[src/rtl/math_op_pkg.sv]
// Shared types and constants for the sequenced square/cube/factorial engine.
package math_op_pkg;

    // Default operand and result widths
    localparam int unsigned DEF_NW = 4;
    localparam int unsigned DEF_OW = 8;

    localparam logic [2:0] OP_SQUARE = 3'd0;
    localparam logic [2:0] OP_CUBE   = 3'd1;
    localparam logic [2:0] OP_FACT   = 3'd2;

    typedef enum logic [1:0] {
        IDLE = 2'd0,
        CALC = 2'd1,
        RESP = 2'd2
    } state_e;

endpackage

[src/rtl/math_op_sched_rr_arbiter.sv]
// Combinational round-robin arbiter: searches ptr+1, ptr+2, ... modulo NREQ.
module rr_arbiter #(
    parameter int unsigned NREQ = 2,
    parameter int unsigned IDW  = 1
) (
    input  logic [NREQ-1:0] i_req,
    input  logic [IDW-1:0]  i_ptr,
    output logic [NREQ-1:0] o_grant,
    output logic [IDW-1:0]  o_idx
);

    logic           w_found;
    logic [IDW-1:0] w_cand;

    always_comb begin
        o_grant = '0;
        o_idx   = '0;
        w_found = 1'b0;
        w_cand  = '0;
        for (int unsigned k = 1; k <= NREQ; k++) begin
            w_cand = IDW'((32'(i_ptr) + k) % NREQ);
            if (!w_found && i_req[w_cand]) begin
                o_grant[w_cand] = 1'b1;
                o_idx           = w_cand;
                w_found         = 1'b1;
            end
        end
    end

endmodule

[src/rtl/math_op_sched.sv]
// Shared square/cube/factorial engine: one arbitrated request at a time,
// evaluated with a single OW x NW multiply per cycle, answered on a valid/ready channel.
module math_op_sched
    import math_op_pkg::*;
#(
    parameter int unsigned NREQ = 2,
    parameter int unsigned NW   = DEF_NW,
    parameter int unsigned OW   = DEF_OW,
    parameter int unsigned IDW  = (NREQ > 1) ? $clog2(NREQ) : 1
) (
    input  logic              clk,
    input  logic              reset,
    input  logic [NREQ-1:0]   req_valid,
    output logic [NREQ-1:0]   req_ready,
    input  logic [3*NREQ-1:0] req_opcode,
    input  logic [NW*NREQ-1:0] req_n,
    output logic              rsp_valid,
    input  logic              rsp_ready,
    output logic [OW-1:0]     rsp_data,
    output logic [IDW-1:0]    rsp_id,
    output logic              rsp_err,
    output logic              busy
);

    state_e         r_state;
    logic [IDW-1:0] r_ptr;
    logic [IDW-1:0] r_id;
    logic [OW-1:0]  r_acc;
    logic [OW-1:0]  r_rsp_data;
    logic [NW-1:0]  r_n;
    logic [NW-1:0]  r_cnt;
    logic [NW-1:0]  r_m;
    logic [2:0]     r_op;
    logic           r_err;
    logic           r_rsp_valid;
    logic           r_busy;

    logic [NREQ-1:0] w_grant;
    logic [IDW-1:0]  w_idx;
    logic [2:0]      w_op;
    logic [NW-1:0]   w_n;
    logic            w_hs;
    logic [NW-1:0]   w_opnd;
    logic [OW-1:0]   w_prod;

    rr_arbiter #(
        .NREQ (NREQ),
        .IDW  (IDW)
    ) u_arb (
        .i_req   (req_valid),
        .i_ptr   (r_ptr),
        .o_grant (w_grant),
        .o_idx   (w_idx)
    );

    // Operand fields of the granted requester
    always_comb begin
        w_op = '0;
        w_n  = '0;
        for (int unsigned i = 0; i < NREQ; i++) begin
            if (w_idx == IDW'(i)) begin
                w_op = req_opcode[3*i +: 3];
                w_n  = req_n[NW*i +: NW];
            end
        end
    end

    assign w_hs      = (r_state == IDLE) && !reset && (|w_grant);
    assign req_ready = w_hs ? w_grant : '0;

    // Factorial walks the down-counter; square/cube reuse the latched operand
    assign w_opnd = (r_op == OP_FACT) ? r_cnt : r_n;
    assign w_prod = r_acc * OW'(w_opnd);

    always_ff @(posedge clk) begin
        if (reset) begin
            r_state     <= IDLE;
            r_ptr       <= IDW'(NREQ - 1);
            r_id        <= '0;
            r_acc       <= '0;
            r_rsp_data  <= '0;
            r_n         <= '0;
            r_cnt       <= '0;
            r_m         <= '0;
            r_op        <= '0;
            r_err       <= 1'b0;
            r_rsp_valid <= 1'b0;
            r_busy      <= 1'b0;
        end else begin
            case (r_state)
                IDLE: begin
                    if (w_hs) begin
                        r_ptr  <= w_idx;
                        r_id   <= w_idx;
                        r_op   <= w_op;
                        r_n    <= w_n;
                        r_cnt  <= w_n;
                        r_busy <= 1'b1;
                        case (w_op)
                            OP_SQUARE, OP_CUBE: begin
                                r_acc   <= OW'(w_n);
                                r_m     <= (w_op == OP_CUBE) ? NW'(2) : NW'(1);
                                r_state <= CALC;
                            end
                            OP_FACT: begin
                                r_acc <= OW'(1);
                                if (w_n >= NW'(2)) begin
                                    r_m     <= w_n - NW'(1);
                                    r_state <= CALC;
                                end else begin
                                    r_m         <= '0;
                                    r_rsp_data  <= OW'(1);
                                    r_rsp_valid <= 1'b1;
                                    r_state     <= RESP;
                                end
                            end
                            default: begin
                                r_acc       <= '0;
                                r_m         <= '0;
                                r_err       <= 1'b1;
                                r_rsp_data  <= '0;
                                r_rsp_valid <= 1'b1;
                                r_state     <= RESP;
                            end
                        endcase
                    end
                end
                CALC: begin
                    r_acc <= w_prod;
                    r_m   <= r_m - NW'(1);
                    r_cnt <= r_cnt - NW'(1);
                    if (r_m == NW'(1)) begin
                        r_rsp_data  <= w_prod;
                        r_rsp_valid <= 1'b1;
                        r_state     <= RESP;
                    end
                end
                RESP: begin
                    if (rsp_ready) begin
                        r_rsp_valid <= 1'b0;
                        r_rsp_data  <= '0;
                        r_err       <= 1'b0;
                        r_busy      <= 1'b0;
                        r_state     <= IDLE;
                    end
                end
                default: r_state <= IDLE;
            endcase
        end
    end

    assign rsp_valid = r_rsp_valid;
    assign rsp_data  = r_rsp_data;
    assign rsp_id    = r_id;
    assign rsp_err   = r_err;
    assign busy      = r_busy;

endmodule
[config.mk]
export PLATFORM = sky130hd
export DESIGN_NAME = math_op_sched
export DESIGN_NICKNAME = d
export VERILOG_FILES = /design/src/rtl/math_op_pkg.sv /design/src/rtl/math_op_sched_rr_arbiter.sv /design/src/rtl/math_op_sched.sv
export SDC_FILE = /design/constraint.sdc
export NUM_CORES = 1
export LEC_CHECK = 0
export CORE_MARGIN = 2
export CORE_UTILIZATION = 56
export DETAILED_ROUTE_END_ITERATION = 12
export PLACE_DENSITY = 0.79
export SLEW_MARGIN = 30
export SYNTH_ARGS = -nofsm -noshare
export SYNTH_HDL_FRONTEND = slang
export SYNTH_SLANG_ARGS = --single-unit
[constraint.sdc]
create_clock -name clk -period 4.4 [get_ports clk]
set_input_delay 0.88 -clock clk [delete_from_list [all_inputs] [get_ports clk]]
set_output_delay 0.88 -clock clk [all_outputs]
set_load 0.005 [all_outputs]
==> flow_metrics.py <==
metrics = {
    "layout": {
        "area_delta_synth_final_pct": 18.6,
        "regArea_um2": 761,
        "final_layout_size_suffix_gt1_frac": 0.107,
        "layout_common_cells": "38 x dfxtp_1, 32 x clkdlybuf4s50_1, 27 x nand2_1",
        "antenna_cells": 0,
        "n_fill_cell": 365,
        "multi_input_area_mm2": 0.00172,
        "final_common_cell": "dfxtp_1",
        "nets": 381,
        "fin_area_mm2": 0.00313,
    },
    "logic_synthesis": {
        "synth_seq_cells": 38,
        "synth_fp_nets": 347,
        "synth_area_mm2": 0.00264,
        "synth_area_per_cell_um2": 8.70,
        "synth_cell_types": 61,
        "synth_ff_type": "dfxtp_1",
        "yosys-top-cells-area": "dfxtp_1 29%, ha_1 7.6%, fa_1 6.8%",
        "syn_inst": 303,
        "yosysTopAreaCell": "dfxtp_1",
        "seq_area_frac_synth": 0.289,
        "synthArstFlopShare": 0,
        "synth-edff-count": 0,
        "synth_top_area_share": 0.289,
        "yosys_warnings": 0,
    },
    "die": {
        "die_area_mm2": 0.00527,
        "initial_core_util": 0.593,
        "rows": 24,
        "io_pins": 33,
        "dieWidth_um": 72.6,
        "chipHeight_um": 72.6,
        "core_mm2": 0.00444,
    },
    "pwr": {
        "max-vdd-ir-drop_v": 0.000429,
        "p_leak_uw": 0.00126,
        "power_density_mw_per_mm2": 503,
        "pwr-share-clk": 0.188,
        "power.switching_uw": 658,
        "sw_frac_of_total": 0.418,
        "seqPwrFrac": 0.309,
        "finalPower_uw": 1570,
        "intPower_uw": 915,
        "p_comb_frac": 0.503,
    },
    "sta": {
        "setup_slack_ps": 509,
        "grt_setup_unrepaired": "no",
        "worstMarginPinSlew_ps": 589,
        "finalCriticalPeriod_ps": 3890,
        "finalClockSkew_ps": 3.98,
        "maxSlewViolCount": 0,
        "final_hold_viol_count": 0,
        "relSlewSlack": 0.603,
        "final.setup.tns_ps": 0,
        "setup_viol": 0,
        "period_share": 0.884,
        "max_freq_mhz": 257,
    },
    "outcome": {
        "status": "complete, no violations",
    },
    "place": {
        "place_congestion": 0.881,
        "placed_area_mm2": 0.00302,
        "port_buffers": 32,
        "dp_hpwl_um": 4500,
        "place_worst_setup_slack_ps": 511,
    },
    "global_route": {
        "grt_max_degree": 34,
        "grt_pass1_wl_um": 10400,
        "grt_pass1_vias": 2229,
        "antenna_found_initial": 0,
        "grt_remaining_overflow": 0,
        "grtUsageTotal": 0.254,
    },
    "worst_setup_path": {
        "timing.rr.start": "r_op[2]",
        "cp_slowest_cell": "fa_1",
        "r2r_cells": 13,
        "reg2reg_to": "rsp_data[7]",
        "crit_fanout": 6,
        "cp.arrival_ps": 4120,
        "path_delay_family": "adder cells",
        "endpoint_kind": "flip-flop",
        "crit_chain": "nor3b_4, mux2_2, and2_2, fa_1, inv_1, fa_1, inv_1, ha_1, a21oi_1, o21bai_1, a21oi_1, xnor3_1, o2bb2ai_1",
        "cp_num_buf_inv": 2,
        "slowest_delay_ps": 530,
        "worst_setup_path_start_kind": "flip-flop",
        "r2r_setup_slack_ps": 510,
        "required_ps": 4630,
        "crit_type": "flip-flop to flip-flop",
    },
    "detailed_routing": {
        "detail-route-antenna-nets": 0,
        "drtIter0Drc": 159,
        "wl_per_cell_um": 16.0,
        "vias": 2281,
        "first_pass_iters": 4,
        "drc": 0,
        "drt_wl_total_um": 6230,
        "viasPerCell": 5.85,
    },
    "clocking": {
        "path_clk_slew_ps": 80,
        "cts_tree": "built",
        "cts-htree-levels": 2,
        "cts.sinks": 38,
        "cts_max_path_buffers": 2,
        "root_buffer": "clkbuf_8",
        "cts_buffers": 5,
        "holdBufCountCts": 0,
        "cts_resized": 0,
        "cts_setup_buffers": 0,
        "worstSkewPairLatency_ps": 290,
    },
    "hold_path": {
        "min_path_type": "flip-flop to flip-flop",
        "hold_depth": 1,
        "worstHoldStart": "rsp_data[3]",
        "hold_end": "rsp_data[3]",
    },
    "job": {
        "maxCapViolations": 0,
    },
}
==> kinds of logic (layout without fill, tap and decap cells) <==
family | count (synthesis) | count (layout) | synth area share
AND/OR/NAND/NOR | 104 | 104 | 0.197
AO/OA/AOI/OAI | 74 | 74 | 0.201
flip-flops | 38 | 38 | 0.289
buffers and inverters | 37 | 72 | 0.0574
adder cells (fa/ha/maj) | 25 | 25 | 0.144
multiplexers | 14 | 14 | 0.0636
XOR/XNOR | 11 | 11 | 0.0475
==> power by group through the flow <==
stage / clock network, uW / logic (uW) / registers [uW]
after detailed placement: 0 / 771 / 491
final: 295 / 792 / 487
after CTS: 297 / 781 / 485
after global placement: 0 / 759 / 490
after global routing: 314 / 879 / 495
after floorplan: 0 / 564 / 478
==> worst max path at each step <==
stage	start	end	slack [ps]	cells after the start
3_5_place_dp	r_op[2]	rsp_data[7]	510	13
5_1_grt	r_op[2]	rsp_data[7]	310	13
3_3_place_gp	r_op[2]	rsp_data[7]	700	13
2_1_floorplan	r_op[2]	rsp_data[7]	790	13
4_1_cts	r_op[2]	rsp_data[7]	480	13
6_report	r_op[2]	rsp_data[7]	510	13
==> registers in the layout, summed over array words and instances, names as in the netlist <==
| name | count |
|---|---|
| r_ptr | 1 |
| rsp_id | 1 |
| r_m | 4 |
| r_cnt | 4 |
| busy | 1 |
| rsp_data | 8 |
| r_n | 4 |
| r_op | 3 |
| rsp_valid | 1 |
| rsp_err | 1 |
| r_acc | 8 |
| r_state | 2 |
==> metal layers <==
layer | vias to the layer above | global-route usage | share of wire
met2 | 54 | 0.411 | 0.47
met4 | 0 | 0.0700 | 0.0088
met5 | - | 0 | 0
li1 | 1132 | - | -
met1 | 1091 | 0.347 | 0.47
met3 | 4 | 0.0511 | 0.047
==> layout make-up <==
type                            instances  share of cell area
Multi-Input combinational cell        228               0.552
Tap cell                               52              0.0208
Clock inverter                          3              0.0128
Inverter                               25              0.0300
Timing Repair Buffer                   39               0.119
Clock buffer                            5              0.0220
Sequential cell                        38               0.243
==> cell usage after synthesis (4+ instances only) <==
cell / instances
dfxtp_1: 38
a32o_1: 5
and2_1: 11
nand2_1: 27
nor3_1: 12
xnor2_1: 6
a221oi_1: 4
mux2_2: 5
fa_1: 9
nor2_1: 26
buf_2: 4
mux2i_1: 6
a211oi_1: 11
nand3_1: 9
clkbuf_1: 6
o21ai_0: 10
a21oi_1: 19
ha_1: 16
inv_1: 24
==> metrics by stage <==
| step | hold slack [ps] | util | std cells |
|---|---|---|---|
| after detailed placement | 454 | 0.679 | 382 |
| after floorplan | 441 | - | 303 |
| after CTS | 472 | 0.703 | 390 |
| after global placement | 449 | 0.679 | 382 |
| final | 470 | 0.703 | 390 |
| after global routing | 494 | 0.703 | 390 |
Note: power is estimated with default switching activity, not from simulation.
